### config.mk
export PLATFORM = sky130hd
export DESIGN_NAME = main_control_fsm_flat
export DESIGN_NICKNAME = d
export VERILOG_FILES = /design/src/rtl/ctrl_pkg.sv /design/src/rtl/main_control_fsm_if.sv /design/src/rtl/main_control_fsm_mem_timeout_ctr.sv /design/src/rtl/main_control_fsm.sv /design/src/flat_wrapper.sv
export SDC_FILE = /design/constraint.sdc
export NUM_CORES = 1
export LEC_CHECK = 0
export ABC_CLOCK_PERIOD_IN_PS = 3000
export BUFFER_PORTS_ARGS = -buffer_cell sky130_fd_sc_hd__buf_2
export CAP_MARGIN = 20
export CORE_UTILIZATION = 51
export DETAILED_ROUTE_END_ITERATION = 12
export PLACE_DENSITY = 0.84
export SETUP_SLACK_MARGIN = 0.15
export SLEW_MARGIN = 15
export SYNTH_ARGS = -nofsm -noshare
export SYNTH_HDL_FRONTEND = slang
export SYNTH_SLANG_ARGS = --single-unit
### constraint.sdc
create_clock -name clk -period 3 [get_ports clk]
set_input_delay 0.3 -clock clk [delete_from_list [all_inputs] [get_ports clk]]
set_output_delay 0.3 -clock clk [all_outputs]
set_load 0.02 [all_outputs]
### src/rtl/ctrl_pkg.sv
// -----------------------------------------------------------------------------
// ctrl_pkg
// Shared definitions for the multicycle RV64 control unit: state encoding,
// opcode constants, datapath mux/ALU/immediate encodings, trap causes and the
// instruction decode function used by S_DECODE.
// The immediate extender uses the same IMM_* constants.
// -----------------------------------------------------------------------------
package ctrl_pkg;

    typedef enum logic [3:0] {
        S_RESET  = 4'd0,
        S_FETCH  = 4'd1,
        S_DECODE = 4'd2,
        S_EXEC_R = 4'd3,
        S_EXEC_I = 4'd4,
        S_EXEC_U = 4'd5,
        S_ALU_WB = 4'd6,
        S_ADDR   = 4'd7,
        S_MEM_LD = 4'd8,
        S_LD_WB  = 4'd9,
        S_MEM_SD = 4'd10,
        S_BRANCH = 4'd11,
        S_TRAP   = 4'd12
    } state_t;

    localparam logic [6:0] OP_R    = 7'b0110011;
    localparam logic [6:0] OP_ADDI = 7'b0010011;
    localparam logic [6:0] OP_LUI  = 7'b0110111;
    localparam logic [6:0] OP_LD   = 7'b0000011;
    localparam logic [6:0] OP_SD   = 7'b0100011;
    localparam logic [6:0] OP_BR   = 7'b1100011;

    localparam logic [2:0] F3_ADD = 3'b000;
    localparam logic [2:0] F3_D   = 3'b011;
    localparam logic [2:0] F3_BEQ = 3'b000;
    localparam logic [2:0] F3_BNE = 3'b001;

    localparam logic [6:0] F7_ADD = 7'b0000000;
    localparam logic [6:0] F7_SUB = 7'b0100000;

    localparam logic [1:0] SRC_A_PC    = 2'd0;
    localparam logic [1:0] SRC_A_REG   = 2'd1;
    localparam logic [1:0] SRC_A_OLDPC = 2'd2;
    localparam logic [1:0] SRC_A_ZERO  = 2'd3;

    localparam logic [1:0] SRC_B_REG  = 2'd0;
    localparam logic [1:0] SRC_B_FOUR = 2'd1;
    localparam logic [1:0] SRC_B_IMM  = 2'd2;

    localparam logic [2:0] ALU_ADD = 3'b000;
    localparam logic [2:0] ALU_SUB = 3'b001;

    localparam logic [2:0] IMM_I = 3'd0;
    localparam logic [2:0] IMM_S = 3'd1;
    localparam logic [2:0] IMM_B = 3'd2;
    localparam logic [2:0] IMM_U = 3'd3;

    typedef enum logic [1:0] {
        CAUSE_NONE    = 2'd0,
        CAUSE_ILLEGAL = 2'd1,
        CAUSE_TIMEOUT = 2'd2
    } trap_cause_t;

    // Successor of S_DECODE for the given IR fields; unsupported encodings
    // return S_TRAP.
    function automatic state_t decode_next(input logic [6:0] op,
                                           input logic [2:0] f3,
                                           input logic [6:0] f7);
        state_t s;
        s = S_TRAP;
        case (op)
            OP_R:    if (f3 == F3_ADD && (f7 == F7_ADD || f7 == F7_SUB)) s = S_EXEC_R;
            OP_ADDI: if (f3 == F3_ADD) s = S_EXEC_I;
            OP_LUI:  s = S_EXEC_U;
            OP_LD,
            OP_SD:   if (f3 == F3_D) s = S_ADDR;
            OP_BR:   if (f3 == F3_BEQ || f3 == F3_BNE) s = S_BRANCH;
            default: s = S_TRAP;
        endcase
        return s;
    endfunction

endpackage

### src/rtl/main_control_fsm_if.sv
// -----------------------------------------------------------------------------
// main_control_fsm_if
// Memory request/ready handshake between the control unit and unified memory.
//   mem_req   : access request (control -> memory)
//   mem_wr    : 1 = write, 0 = read; valid with mem_req (control -> memory)
//   mem_ready : memory completes the current access this cycle (memory -> control)
// -----------------------------------------------------------------------------
interface main_control_fsm_if;
    logic mem_req;
    logic mem_wr;
    logic mem_ready;

    modport master (output mem_req, output mem_wr, input mem_ready);
    modport slave  (input mem_req, input mem_wr, output mem_ready);
endinterface

### src/rtl/main_control_fsm_mem_timeout_ctr.sv
// -----------------------------------------------------------------------------
// mem_timeout_ctr
// Watchdog for a single memory access. Counts consecutive stalled cycles and
// flags expiry on the stall cycle that brings the count to MEM_TIMEOUT.
// A cycle with mem_ready high is not a stall, so a late ready always wins.
// MEM_TIMEOUT = 0 disables expiry.
//   clk, rst_n : clock, asynchronous active-low reset
//   i_clear    : restart counting (new access begins)
//   i_stall    : request outstanding and memory not ready this cycle
//   o_expired  : this stall cycle is the MEM_TIMEOUT-th in a row
// -----------------------------------------------------------------------------
module mem_timeout_ctr #(
    parameter int MEM_TIMEOUT = 16
) (
    input  logic clk,
    input  logic rst_n,
    input  logic i_clear,
    input  logic i_stall,
    output logic o_expired
);

    localparam int CW = (MEM_TIMEOUT > 1) ? $clog2(MEM_TIMEOUT) : 1;
    localparam logic [CW-1:0] LAST = CW'((MEM_TIMEOUT > 0) ? MEM_TIMEOUT - 1 : 0);

    logic [CW-1:0] r_cnt;
    logic          w_hit;

    assign w_hit     = (r_cnt == LAST);
    assign o_expired = (MEM_TIMEOUT != 0) && i_stall && w_hit;

    // NOTE: sequential state uses non-blocking assignments so every register
    // samples pre-edge values, independent of block ordering.
    always_ff @(posedge clk or negedge rst_n) begin
        if (!rst_n) begin
            r_cnt <= '0;
        end else if (i_clear) begin
            r_cnt <= '0;
        end else if (i_stall) begin
            r_cnt <= w_hit ? '0 : r_cnt + 1'b1;
        end
    end

endmodule

### src/rtl/main_control_fsm.sv
// -----------------------------------------------------------------------------
// main_control_fsm
// Multicycle control unit for the RV64 core. Sequences PC, IR, register file,
// ALU, ALUOut, MDR, immediate extender and unified memory one instruction at a
// time. Illegal instructions and memory timeouts park it in sticky S_TRAP.
//   clk, rst_n          : clock, asynchronous active-low reset
//   opcode/funct3/funct7: IR fields (stable from S_DECODE to next S_FETCH)
//   alu_zero            : ALU result == 0
//   mem (master)        : mem_req / mem_wr out, mem_ready in
//   ir_wr, pc_wr, pc_src, alu_src_a, alu_src_b, alu_op, imm_sel,
//   alu_out_wr, mdr_wr, reg_wr, mem_to_reg : datapath controls
//   trap, trap_cause    : sticky trap flag and its cause
//   state_dbg           : current state encoding
// -----------------------------------------------------------------------------
module main_control_fsm
    import ctrl_pkg::*;
#(
    parameter int MEM_TIMEOUT = 16
) (
    input  logic                clk,
    input  logic                rst_n,
    input  logic [6:0]          opcode,
    input  logic [2:0]          funct3,
    input  logic [6:0]          funct7,
    input  logic                alu_zero,
    main_control_fsm_if.master  mem,
    output logic                ir_wr,
    output logic                pc_wr,
    output logic                pc_src,
    output logic [1:0]          alu_src_a,
    output logic [1:0]          alu_src_b,
    output logic [2:0]          alu_op,
    output logic [2:0]          imm_sel,
    output logic                alu_out_wr,
    output logic                mdr_wr,
    output logic                reg_wr,
    output logic                mem_to_reg,
    output logic                trap,
    output logic [1:0]          trap_cause,
    output logic [3:0]          state_dbg
);

    state_t      r_state, w_next;
    trap_cause_t r_trap_cause, w_trap_cause_next;

    logic w_mem_req, w_mem_wr;
    logic w_stall, w_clear, w_expired;

    assign mem.mem_req = w_mem_req;
    assign mem.mem_wr  = w_mem_wr;
    assign state_dbg   = r_state;

    // Any state change starts a fresh access window for the watchdog; stalls
    // only ever occur while the FSM holds in a memory state.
    assign w_stall = w_mem_req & ~mem.mem_ready;
    assign w_clear = (w_next != r_state);

    mem_timeout_ctr #(.MEM_TIMEOUT(MEM_TIMEOUT)) u_timeout (
        .clk       (clk),
        .rst_n     (rst_n),
        .i_clear   (w_clear),
        .i_stall   (w_stall),
        .o_expired (w_expired)
    );

    always_ff @(posedge clk or negedge rst_n) begin
        if (!rst_n) begin
            r_state      <= S_RESET;
            r_trap_cause <= CAUSE_NONE;
        end else begin
            r_state      <= w_next;
            r_trap_cause <= w_trap_cause_next;
        end
    end

    always_comb begin
        // NOTE: every output gets a default before the case so no path leaves
        // a signal unassigned, which would infer a latch.
        w_next            = r_state;
        w_trap_cause_next = r_trap_cause;
        w_mem_req         = 1'b0;
        w_mem_wr          = 1'b0;
        ir_wr             = 1'b0;
        pc_wr             = 1'b0;
        pc_src            = 1'b0;
        alu_src_a         = SRC_A_PC;
        alu_src_b         = SRC_B_REG;
        alu_op            = ALU_ADD;
        imm_sel           = IMM_I;
        alu_out_wr        = 1'b0;
        mdr_wr            = 1'b0;
        reg_wr            = 1'b0;
        mem_to_reg        = 1'b0;
        trap              = 1'b0;
        trap_cause        = CAUSE_NONE;

        case (r_state)
            S_RESET: w_next = S_FETCH;

            S_FETCH: begin
                w_mem_req = 1'b1;
                alu_src_a = SRC_A_PC;
                alu_src_b = SRC_B_FOUR;
                alu_op    = ALU_ADD;
                if (mem.mem_ready) begin
                    ir_wr  = 1'b1;
                    pc_wr  = 1'b1;
                    w_next = S_DECODE;
                end else if (w_expired) begin
                    w_next            = S_TRAP;
                    w_trap_cause_next = CAUSE_TIMEOUT;
                end
            end

            S_DECODE: begin
                // Speculatively compute the branch target into ALUOut.
                alu_src_a  = SRC_A_OLDPC;
                alu_src_b  = SRC_B_IMM;
                imm_sel    = IMM_B;
                alu_out_wr = 1'b1;
                w_next     = decode_next(opcode, funct3, funct7);
                if (w_next == S_TRAP) w_trap_cause_next = CAUSE_ILLEGAL;
            end

            S_EXEC_R: begin
                alu_src_a  = SRC_A_REG;
                alu_src_b  = SRC_B_REG;
                alu_op     = funct7[5] ? ALU_SUB : ALU_ADD;
                alu_out_wr = 1'b1;
                w_next     = S_ALU_WB;
            end

            S_EXEC_I: begin
                alu_src_a  = SRC_A_REG;
                alu_src_b  = SRC_B_IMM;
                imm_sel    = IMM_I;
                alu_out_wr = 1'b1;
                w_next     = S_ALU_WB;
            end

            S_EXEC_U: begin
                alu_src_a  = SRC_A_ZERO;
                alu_src_b  = SRC_B_IMM;
                imm_sel    = IMM_U;
                alu_out_wr = 1'b1;
                w_next     = S_ALU_WB;
            end

            S_ALU_WB: begin
                reg_wr = 1'b1;
                w_next = S_FETCH;
            end

            S_ADDR: begin
                alu_src_a  = SRC_A_REG;
                alu_src_b  = SRC_B_IMM;
                imm_sel    = (opcode == OP_LD) ? IMM_I : IMM_S;
                alu_out_wr = 1'b1;
                w_next     = (opcode == OP_LD) ? S_MEM_LD : S_MEM_SD;
            end

            S_MEM_LD: begin
                w_mem_req = 1'b1;
                if (mem.mem_ready) begin
                    mdr_wr = 1'b1;
                    w_next = S_LD_WB;
                end else if (w_expired) begin
                    w_next            = S_TRAP;
                    w_trap_cause_next = CAUSE_TIMEOUT;
                end
            end

            S_LD_WB: begin
                reg_wr     = 1'b1;
                mem_to_reg = 1'b1;
                w_next     = S_FETCH;
            end

            S_MEM_SD: begin
                w_mem_req = 1'b1;
                w_mem_wr  = 1'b1;
                if (mem.mem_ready) begin
                    w_next = S_FETCH;
                end else if (w_expired) begin
                    w_next            = S_TRAP;
                    w_trap_cause_next = CAUSE_TIMEOUT;
                end
            end

            S_BRANCH: begin
                alu_src_a = SRC_A_REG;
                alu_src_b = SRC_B_REG;
                alu_op    = ALU_SUB;
                pc_src    = 1'b1;
                pc_wr     = ((funct3 == F3_BEQ) &  alu_zero) |
                            ((funct3 == F3_BNE) & ~alu_zero);
                w_next    = S_FETCH;
            end

            S_TRAP: begin
                trap       = 1'b1;
                trap_cause = r_trap_cause;
            end

            default: w_next = S_RESET;
        endcase
    end

endmodule

### src/flat_wrapper.sv
// flat-port wrapper written by rule: the top's interface ports become plain ports
module main_control_fsm_flat import ctrl_pkg::*;
#(
    parameter int MEM_TIMEOUT = 16
)
  (clk, rst_n, opcode, funct3, funct7, alu_zero, ir_wr, pc_wr, pc_src, alu_src_a, alu_src_b, alu_op, imm_sel, alu_out_wr, mdr_wr, reg_wr, mem_to_reg, trap, trap_cause, state_dbg, mem_mem_req, mem_mem_wr, mem_mem_ready);
  main_control_fsm_if mem_i ();
  input  logic clk;
  input  logic rst_n;
  input  logic [6:0] opcode;
  input  logic [2:0] funct3;
  input  logic [6:0] funct7;
  input  logic alu_zero;
  output logic ir_wr;
  output logic pc_wr;
  output logic pc_src;
  output logic [1:0] alu_src_a;
  output logic [1:0] alu_src_b;
  output logic [2:0] alu_op;
  output logic [2:0] imm_sel;
  output logic alu_out_wr;
  output logic mdr_wr;
  output logic reg_wr;
  output logic mem_to_reg;
  output logic trap;
  output logic [1:0] trap_cause;
  output logic [3:0] state_dbg;
  output wire logic [$bits(mem_i.mem_req)-1:0] mem_mem_req;
  output wire logic [$bits(mem_i.mem_wr)-1:0] mem_mem_wr;
  input wire logic [$bits(mem_i.mem_ready)-1:0] mem_mem_ready;
  assign mem_mem_req = mem_i.mem_req;
  assign mem_mem_wr = mem_i.mem_wr;
  assign mem_i.mem_ready = mem_mem_ready;
  main_control_fsm #(.MEM_TIMEOUT(MEM_TIMEOUT)) u_core (.clk(clk), .rst_n(rst_n), .opcode(opcode), .funct3(funct3), .funct7(funct7), .alu_zero(alu_zero), .mem(mem_i), .ir_wr(ir_wr), .pc_wr(pc_wr), .pc_src(pc_src), .alu_src_a(alu_src_a), .alu_src_b(alu_src_b), .alu_op(alu_op), .imm_sel(imm_sel), .alu_out_wr(alu_out_wr), .mdr_wr(mdr_wr), .reg_wr(reg_wr), .mem_to_reg(mem_to_reg), .trap(trap), .trap_cause(trap_cause), .state_dbg(state_dbg));
endmodule
# After elaboration in Yosys (flattened, before gate mapping)
# Index checks and enable logic that the tools add are counted.
# op_classes
bitwise_logic	6
n_mux	37
shift	0
n_reduce_logical	18
magnitude_cmp	0
n_addsub	1
n_div	0
n_eq_ne	27
mul	0
# ops
cell	count
$mux W4	11
$pmux W4 S8	1
$eq A4 B4 Y1 const B	7
$eq A7 B6 Y1 const B	4
$pmux W4 S5	1
$eq A4 B3 Y1 const B	4
$mux W1	12
$reduce_or A4 Y1	3
$mux W2	5
$pmux W3 S3	1
$eq A4 B2 Y1 const B	2
$pmux W2 S2	2
$eq A7 B2 Y1 const B	1
$eq A7 B5 Y1 const B	1
$eq A7 B7 Y1 const B	1
$logic_not A7 Y1	1
$pmux W2 S3	1
$pmux W3 S2	1
$reduce_or A3 Y1	2
$reduce_or A5 Y1	1
$add A4 B1 Y4 const B	1
$eq A4 B1 Y1 const B	1
$logic_not A4 Y1	1
$ne A2 B1 Y1 const B	2
other kinds (15)	22
# totals
ram_bits	0
n_memories	0
elab_cells	92
latchBits	0
ff_bits	10
inputBits	21
romBits	0

# Logic depth before layout (Yosys ltp)
# logic_depth
ltp_word	10
ltp_mapped	7

# By module
# Synthesis repeated with hierarchy kept, for this count alone.
# unflattened
hier_cells	143
area_unflattened_um2	1091.0
# by_module_without_submodules
module	area_per_inst_um2	cells_per_inst	instances	seq_area_each_um2
main_control_fsm	889.6	122	1	150.1
mem_timeout_ctr	201.4	21	1	100.1

# Least setup slack after synthesis
# OpenSTA, ideal clock, no wires.
# synth_timing
kind	flip-flop to output port
startpoint	reg u_core.r_state[0], in the netlist u_core.state_dbg[0]
endpoint	out pc_wr
arrival_ps	1839
n_path_buf	1
stages_incl_launch_ff	6
setup_slack_ps	861
path_cell_list	dfrtp_1 -> buf_6 -> nand2b_1 -> nor3_1 -> and2_1 -> a21o_1
# synth_via
elab_chain_len	2
word_cells_on_any_way	3
cone_classes	2 x eq/ne; 1 x mux
# synth_rtl
item	line_no	text
start: declaration	main_control_fsm.sv:43	state_t r_state, w_next;
start signal: assignment	main_control_fsm.sv:71	r_state <= w_next;
$eq A4 B4 Y1 or $eq A4 B1 Y1 (tied branches)	main_control_fsm.sv:97	case (r_state)
$pmux W1 S2 (*)	main_control_fsm.sv:97	
end: declaration	flat_wrapper.sv:15	output logic pc_wr;
# Mark *: on every way between the ends. The rest lies on a longest branch, timed or not.

# Final worst setup path
# layout_timing
startpoint	reg u_core.r_state[1], in the netlist u_core.state_dbg[1]
endpoint	out pc_wr
# Same word-level chain as after synthesis.

==> metrics.txt <==
Clock Sinks=10; WL/cell=around 14 microns; CP Buf/Inv Count=1; Slew headroom=60.39%; DR vias=between 1000 and 1500; Pwr per Cell Area=about 840 nW/um^2; Detailed Route WL=a little under 3000 microns; CTS tree=done; hold slack=around 420 ps; Max Freq=about 470 MHz; Hold Fails Final Rpt=0; Hold Path Class=in2async; flop and latch count out of synthesis=10; Post-Synthesis Cells=142; Fillers=between 150 and 200; post-route insts no fill=210; DRC=0; reg-to-reg endpoint=u_core.u_timeout.r_cnt[1]; clk_skew=3.275 ps; post-synthesis cell area=roughly 1100 sq um; drt pass-1 iters=4; area occupied by multi-input gates=784.5 sq um; R2R cell count=5; largest net degree at the start of global routing=21; Critical Path RT=2700 ps; setup violators final=0; CORE AREA=2002 sq um; pre-CTS setup slack=988.4 ps; Reg area=250.2 sq um; gr ovfl total=0; Final Power=1.146 mW; die width=48.81 microns; Critical path origin=u_core.state_dbg[1]; # Post-CTS Setup Buffers=0; GP Congestion=0.8810; post-cts sizing count=0; cell family with most CP delay=simple AND/OR/NAND/NOR gates; worst stage delay on the critical path=approximately 560 ps; Comb pwr share=65.1%; antenna viol nets, final=0; FF-to-FF Start=u_core.state_dbg[2]; initial antenna violation count=0; Synth warnings=0; Setup TNS=0 ps; sw frac=approximately 54%; status=finished clean; final worst-path cycle share=71.55%; Total GRT Usage=between 20% and 30%; I/O Pins=47; sequential area share after synthesis=22.40%; Post-synth EDFFs=0; worst setup path end=pc_wr; Clk Latency, worst-skew pair=270 ps; Synth Flop Type=dfrtp_1; Pint=roughly 0.53 mW; global-route wire length before repair=between 4000 and 5000 microns; share of cells above drive strength 1=between 30% and 40%; Max-Cap Viols=0; Crit. End Element=output pin; vias in the first global route=1133; CP max FO=18; syn_area_per_cell=7.868 sq um; Root Driver=clkbuf_4; maximum root-to-sink buffer count=2; reg2reg setup slack=990 ps; CTS Buf Count=3; Ant. Diodes=0; via density per instance=5.933; LEAKAGE=about 0.65 nW; Rows=16; Netlist cell types=53; kind of critical path=reg2out; HPWL after DPL=2284 microns; Crit path depth=5; Least-Margin Pin Slew=594.1 ps; worst path arrival time=1850 ps; H-tree Lvls=1; final worst path period need=~2100 ps; slowest cell on the critical path=dfrtp_1; Die H=just under 50 microns; async set-reset flop share out of synthesis=100.0%; Slew Viols, Final=0; port bufs=43; die area=between 2000 and 2500 sq um; hold_buf cts=1; Inst Count DP=205; RSZ-0062 raised after global routing=false; starting density of the core=55.81%; maximum vdd ir drop=551.3 uV; Critical Path Source Type=flop; P&R area growth vs syn=21.72%; Reg power frac=~24%; setup ws final=853.5 ps; crit path cell chain=nand2b_1 -> nor3_1 -> and2_1 -> a21o_1 -> buf_2; initial drt markers=40; Switching Power=0.6192 mW; Clk pwr share=10.8%; nets=between 200 and 250; Worst-path clk slew=70 ps
[worst min path at each step]
stage / cells past startpoint / slack (ps) / end / from
CTS: 2 / 430 / u_core.state_dbg[0] / rst_n
detailed placement: 1 / 180 / u_core.state_dbg[0] / rst_n
floorplan: 0 / 4 / u_core.r_trap_cause[0] / rst_n
global route: 2 / 430 / u_core.u_timeout.r_cnt[1] / rst_n
finish: 2 / 420 / u_core.u_timeout.r_cnt[1] / rst_n
global placement: 1 / 170 / u_core.state_dbg[0] / rst_n
[sequential cells by signal (all words and copies together), names as in the netlist]
| register | count |
|---|---|
| u_core.r_trap_cause | 2 |
| u_core.state_dbg | 4 |
| u_core.u_timeout.r_cnt | 4 |
[per-layer routing]
| metal | wire length, microns | vias to the layer above | track usage [%] |
|---|---|---|---|
| li1 | - | 613 | - |
| met5 | 0 | - | 0 |
| met2 | 1410 | 43 | 46.06 |
| met4 | 30 | 0 | 5.882 |
| met3 | 136 | 4 | 2.804 |
| met1 | 1321 | 586 | 33.40 |
[stage by stage]
| step | area [sq um] | utilization [%] |
|---|---|---|
| final | 1360 | 67.94 |
| after CTS | 1360 | 67.94 |
| after floorplan | 1125 | - |
| after global routing | 1360 | 67.94 |
| after detailed placement | 1314 | 65.63 |
| after global placement | 1314 | 65.63 |
[cell type report]
class | instances | area share [%]
Multi-Input combinational cell | 118 | 57.68
Inverter | 6 | 1.656
Sequential cell | 10 | 18.40
Tap cell | 27 | 2.484
Timing Repair Buffer | 45 | 17.11
Clock buffer | 4 | 2.668
[cell families after synthesis]
kind of cell	synth area share, %
and+or+nand+nor	37.51
AOI/OAI and AO/OA	27.33
buffers and inverters	8.061
DFF	22.40
xor gates and xnor gates	2.352
adders and majority gates	1.120
other	0.3356
muxes	0.8959
[power by group through the flow]
stage | clock network (mW) | logic (mW) | registers (mW)
2_1_floorplan | 0 | 0.613 | 0.223
3_3_place_gp | 0 | 0.723 | 0.273
3_5_place_dp | 0 | 0.743 | 0.277
4_1_cts | 0.126 | 0.746 | 0.274
5_1_grt | 0.133 | 0.813 | 0.292
6_report | 0.124 | 0.746 | 0.276
[cells in the mapped netlist (4+ instances only)]
library cell	count	share of area, %
dfrtp_1	10	22
inv_1	6	2.0
clkbuf_1	4	1.3
a31oi_1	5	2.8
o21ai_0	6	2.7
a21oi_1	5	2.2
nand2b_1	5	2.8
nor3_1	8	3.6
nor2b_1	4	2.2
nor4_1	4	2.2
nor2_1	17	5.7
nand2_1	9	3.0
[placed cells by master (no fill, tap or decap), drive strengths merged, types with 2 or more instances in the layout]
master	count
a21oi	5
nor4b	2
nand2b	5
nor2	17
a31oi	5
o21a	3
a211oi	4
nor3b	2
nor2b	4
and3	3
a211o	2
and3b	3
o2111ai	2
buf	44
a221oi	2
nor3	8
clkbuf	4
o22a	2
nor4	5
o21ai	7
xnor2	3
dfrtp	10
conb	3
and2	3
nand2	10
inv	6
No activity file was read; power rests on OpenSTA's default activity.
